### src/rtl/switch_pulse_gen.sv
// Switch front end: per-channel 2-flop synchroniser, debounce filter, edge
// detect and pulse stretcher feeding the lamp controller's S inputs.
module switch_pulse_gen #(
  parameter int unsigned N_SW         = 3,
  parameter int unsigned DEBOUNCE_CYC = 16,
  parameter int unsigned PULSE_LEN    = 1,
  parameter bit          REL_PULSE    = 1'b0
) (
  input  logic            clk,
  input  logic            rst_n,
  input  logic [N_SW-1:0] sw_raw,
  output logic [N_SW-1:0] sw_level,
  output logic [N_SW-1:0] sw_pulse,
  output logic            any_pulse
);

  localparam int unsigned CntW = $clog2(DEBOUNCE_CYC + 1);
  localparam int unsigned StW  = (PULSE_LEN > 1) ? $clog2(PULSE_LEN) : 1;

  localparam logic [CntW-1:0] CntLast = CntW'(DEBOUNCE_CYC - 1);
  localparam logic [CntW-1:0] CntOne  = CntW'(1);
  localparam logic [StW-1:0]  StLoad  = StW'(PULSE_LEN - 1);
  localparam logic [StW-1:0]  StOne   = StW'(1);

  logic [N_SW-1:0] sync1_q, sync1_d;
  logic [N_SW-1:0] sync2_q, sync2_d;
  logic [N_SW-1:0] level_q, level_d;
  logic [N_SW-1:0] pulse_q, pulse_d;
  logic            any_q, any_d;
  logic [CntW-1:0] cnt_q [N_SW];
  logic [CntW-1:0] cnt_d [N_SW];
  logic [StW-1:0]  st_q  [N_SW];
  logic [StW-1:0]  st_d  [N_SW];
  logic [N_SW-1:0] accept;
  logic [N_SW-1:0] fire;

  // Next-state: synchroniser shift, debounce count/accept, pulse load/stretch.
  always_comb begin
    sync1_d = sw_raw;
    sync2_d = sync1_q;
    level_d = level_q;
    pulse_d = pulse_q;
    cnt_d   = cnt_q;
    st_d    = st_q;
    accept  = '0;
    fire    = '0;
    for (int unsigned i = 0; i < N_SW; i++) begin
      // Any return to the accepted level discards progress.
      if (sync2_q[i] == level_q[i]) begin
        cnt_d[i] = '0;
      end else if (cnt_q[i] == CntLast) begin
        level_d[i] = sync2_q[i];
        cnt_d[i]   = '0;
        accept[i]  = 1'b1;
      end else begin
        cnt_d[i] = cnt_q[i] + CntOne;
      end

      fire[i] = accept[i] && (sync2_q[i] || REL_PULSE);

      // A new event reloads the stretcher, so back-to-back events extend the pulse.
      if (fire[i]) begin
        pulse_d[i] = 1'b1;
        st_d[i]    = StLoad;
      end else if (pulse_q[i]) begin
        if (st_q[i] == '0) begin
          pulse_d[i] = 1'b0;
        end else begin
          st_d[i] = st_q[i] - StOne;
        end
      end
    end
    any_d = |pulse_d;
  end

  // State registers with synchronous active-low reset.
  always_ff @(posedge clk) begin
    if (!rst_n) begin
      sync1_q <= '0;
      sync2_q <= '0;
      level_q <= '0;
      pulse_q <= '0;
      any_q   <= 1'b0;
      for (int unsigned i = 0; i < N_SW; i++) begin
        cnt_q[i] <= '0;
        st_q[i]  <= '0;
      end
    end else begin
      sync1_q <= sync1_d;
      sync2_q <= sync2_d;
      level_q <= level_d;
      pulse_q <= pulse_d;
      any_q   <= any_d;
      for (int unsigned i = 0; i < N_SW; i++) begin
        cnt_q[i] <= cnt_d[i];
        st_q[i]  <= st_d[i];
      end
    end
  end

  assign sw_level  = level_q;
  assign sw_pulse  = pulse_q;
  assign any_pulse = any_q;

endmodule

### config.mk
export PLATFORM = sky130hd
export DESIGN_NAME = switch_pulse_gen
export DESIGN_NICKNAME = d
export VERILOG_FILES = /design/src/rtl/switch_pulse_gen.sv
export SDC_FILE = /design/constraint.sdc
export NUM_CORES = 1
export LEC_CHECK = 0
export ABC_AREA = 1
export BUFFER_PORTS_ARGS = -buffer_cell sky130_fd_sc_hd__buf_4
export CORE_AREA = 2 2 66 62
export CTS_CLUSTER_SIZE = 24
export DETAILED_ROUTE_END_ITERATION = 7
export DIE_AREA = 0 0 68 64
export RECOVER_POWER = 50
export SETUP_SLACK_MARGIN = 0.2
export SLEW_MARGIN = 20
export SYNTH_ARGS = -nofsm -noshare
export SYNTH_HDL_FRONTEND = slang
export SYNTH_SLANG_ARGS = --single-unit
### constraint.sdc
create_clock -name clk -period 1.2 [get_ports clk]
set_input_delay 0.18 -clock clk [delete_from_list [all_inputs] [get_ports clk]]
set_output_delay 0.18 -clock clk [all_outputs]
set_load 0.05 [all_outputs]
==> results by group <==
Min path
  • Min-Delay Path Class: in2reg

Worst setup path
  • Slowest cell on crit path: dfxtp_2
  • Arr. time, crit path: 1.49 ns
  • CP Launch Type: flop
  • Worst path depth: 7
  • Worst r2r path cells: 7
  • Setup crit end: cnt_q[7]
  • R2r endpoint: cnt_q[7]
  • Reg2reg start: cnt_q[6]
  • Element type at the critical path end: flop
  • CP required: 1.41 ns
  • CP cell instances: ha_4, nand2_2, nor2_2, ha_2, inv_2, nand4_1, nor2_1
  • Crit Path Category: reg2reg
  • FF-to-FF setup slack: -0.08 ns
  • Slowest cell delay on critical path: 0.35 ns
  • Delay-heaviest family, CP: simple AND/OR/NAND/NOR gates
  • Crit. Startpoint: cnt_q[6]
  • Maximum fanout along the worst path: 5
  • Bufs and invs on worst path: 1

Floorplanning
  • Io pins: 12
  • Die area: 4350 µm²
  • Initial Util: 29.1%
  • Core Rows: 21
  • Core Area: 3630 µm²
  • Die W: 68 µm
  • Die H: 64 µm

Timing
  • RSZ-0062 raised after global routing: true
  • Layout Skew: 0.00936 ns
  • Final setup fails: 9
  • Final Hold Fails: 0
  • Final setup margin: -0.0767 ns
  • Final Critical Period: 1.28 ns
  • Slew Viols, Final: 0
  • Fin Setup TNS: -0.357 ns
  • Final worst-path cycle share: 106%
  • Slew @ Worst Pin: 0.280 ns
  • Fmax: 783 MHz
  • Slew HR: 81.4%

Logic synthesis
  • Post-synthesis mux area share: 0%
  • Synthesized instance count: 125
  • Post-Synth Adder-Cell Area: 7.11%
  • Syn nets: 136
  • Main combinational cell family by area after synthesis: simple AND/OR/NAND/NOR gates
  • Synth Area in Compound Gates: 2.84%
  • XOR/XNOR share of the synthesized area: 2.49%
  • Synth Warn #: 0
  • Post-Synthesis Cell Area: 1060 µm²
  • Area share of and/or/nand/nor cells after synthesis: 23.5%
  • Unique masters post-synth: 14
  • Mean area per synthesized cell: 8.45 µm²
  • Post-synthesis sequential area ratio: 53.1%
  • FF+latch count, synth: 28

Pwr
  • VDD IR max: 0.529 mV
  • Power Density: 1160 nW/µm²
  • Leakage power total: 0.655 nW
  • Overall power: 1.72 mW

Detailed routing
  • Final wirelength: 1950 µm
  • DR iter-0 viols: 11
  • Via Count: 842
  • Per-cell routed wire length: 9.65 µm
  • Final ANT Viol Nets: 0
  • DRT Pass-1 Iters: 3
  • Vias per cell: 4.17
  • Residual DRC: 0

Global routing
  • First-pass GRT wire length: 3450 µm
  • Largest net degree at the start of global routing: 17
  • GRT Residual Overflow: 0
  • Antenna violations before repair: 0
  • GRT Util Overall: 10.4%
  • Vias in the first global route: 822

Clock network
  • Num CTS Buffers: 3
  • CTS clk-pin slew, worst paths: 0.10 ns
  • CTS Sinks: 28
  • Root buffer cell: clkbuf_8
  • CTS max path bufs: 2
  • Htree depth: 1
  • Clk_lat worst skew: 0.28 ns
  • CTS tree: built

Layout
  • Share of layout cells above drive strength 1: 38.5%
  • Layout area overhead: 40.3%
  • Antenna cells: 0
  • Layout Nets: 168

Outcome
  • Outcome: complete, but fails checks
  • Failing checks: negative setup slack

Placement
  • GP Congestion: 0.693
  • I/O Buffers: 11
  • Post-DP HPWL: 1400 µm

Job
  • Max_cap viols: 0
synth_stat cells, drive strengths merged:
master	number	area [µm²]
dfxtp	28	561
inv	28	105
nand2	21	78.8
nor2	19	73.8
nand4	8	65.1
ha	6	75.1
o21ai	6	30.0
nand3	5	30.0
xnor2	3	26.3
buf	1	11.3
timing repair:
action / 4_1_cts / 5_1_grt
buffers inserted: 4 / 5
setup endpoints to repair: 25 / 27
pin swaps: 12 / 6
hold buffers: 0 / 0
gates resized for setup: 15 / 6
routing by layer:
| metal | up-vias | track usage (%) | wire [µm] | share of wire [%] |
|---|---|---|---|---|
| li1 | 441 | - | - | - |
| met4 | 0 | 5.25 | 17 | 0.87 |
| met2 | 11 | 17.2 | 1030 | 53 |
| met5 | - | 0 | 0 | 0 |
| met1 | 386 | 12.3 | 818 | 42 |
| met3 | 4 | 2.29 | 80 | 4.1 |
worst min path at each step:
stage / cells after the start / to / start / slack [ns]
after floorplan: 2 / sync1_q[0] / sw_raw[0] / 0.28
after CTS: 3 / sync1_q[0] / sw_raw[0] / 0.08
after global placement: 3 / sync1_q[1] / sw_raw[1] / 0.36
after global routing: 3 / sync1_q[0] / sw_raw[0] / 0.09
final: 3 / sync1_q[0] / sw_raw[0] / 0.09
after detailed placement: 3 / sync1_q[0] / sw_raw[0] / 0.37
metrics by stage:
| step | cells | area, µm² | utilization (%) | hold WS, ns | worst slack, ns |
|---|---|---|---|---|---|
| floorplan | 125 | 1110 | - | 0.278 | 0.0601 |
| global placement | 189 | 1300 | 35.9 | 0.363 | 0.0000321 |
| detailed placement | 189 | 1300 | 35.9 | 0.365 | -0.0820 |
| CTS | 197 | 1440 | 39.8 | 0.0790 | -0.0663 |
| global route | 202 | 1480 | 40.9 | 0.0879 | -0.149 |
| finish | 202 | 1480 | 40.9 | 0.0866 | -0.0767 |
state kept, by name (all words and copies together), names as in the netlist:
name	count
cnt_q	15
sync1_q	3
sync2_q	3
any_pulse	1
sw_level	3
sw_pulse	3
final cells by class:
| type | instances | area, µm² |
|---|---|---|
| flip-flops and latches | 28 | 579 |
| repair buffers | 28 | 225 |
| clock inverters | 1 | 30.0 |
| well taps | 46 | 57.6 |
| clock buffers | 3 | 41.3 |
| multi-input cells | 68 | 443 |
| inverters | 28 | 105 |
| fillers | 367 | 2140 |
tightest hold or removal path, cell delays in order:
cell,delay (ns)
buf_4,0.08
nand2_1,0.04
inv_1,0.04
placed cells by master, fill, tap and decap left out, types with 4 or more instances in the layout:
| cell | n |
|---|---|
| nand2_1 | 19 |
| o21ai_1 | 5 |
| nor2_2 | 5 |
| nand4_1 | 7 |
| nor2_1 | 14 |
| buf_4 | 21 |
| dfxtp_2 | 6 |
| nand3_1 | 4 |
| inv_1 | 25 |
| dfxtp_1 | 19 |
cells by family (layout without fill, tap and decap cells):
logic type	after synthesis	count (layout)
buffers and inverters	29	60
AO/OA/AOI/OAI	6	6
XOR/XNOR	3	3
adder cells (fa/ha/maj)	6	6
AND/OR/NAND/NOR	53	53
flip-flops	28	28
power by group:
part / switching, mW / internal [mW]
registers: 0.00900 / 0.935
logic: 0.0268 / 0.0225
clock network: 0.285 / 0.447
Note: power is estimated with default switching activity, not from simulation.
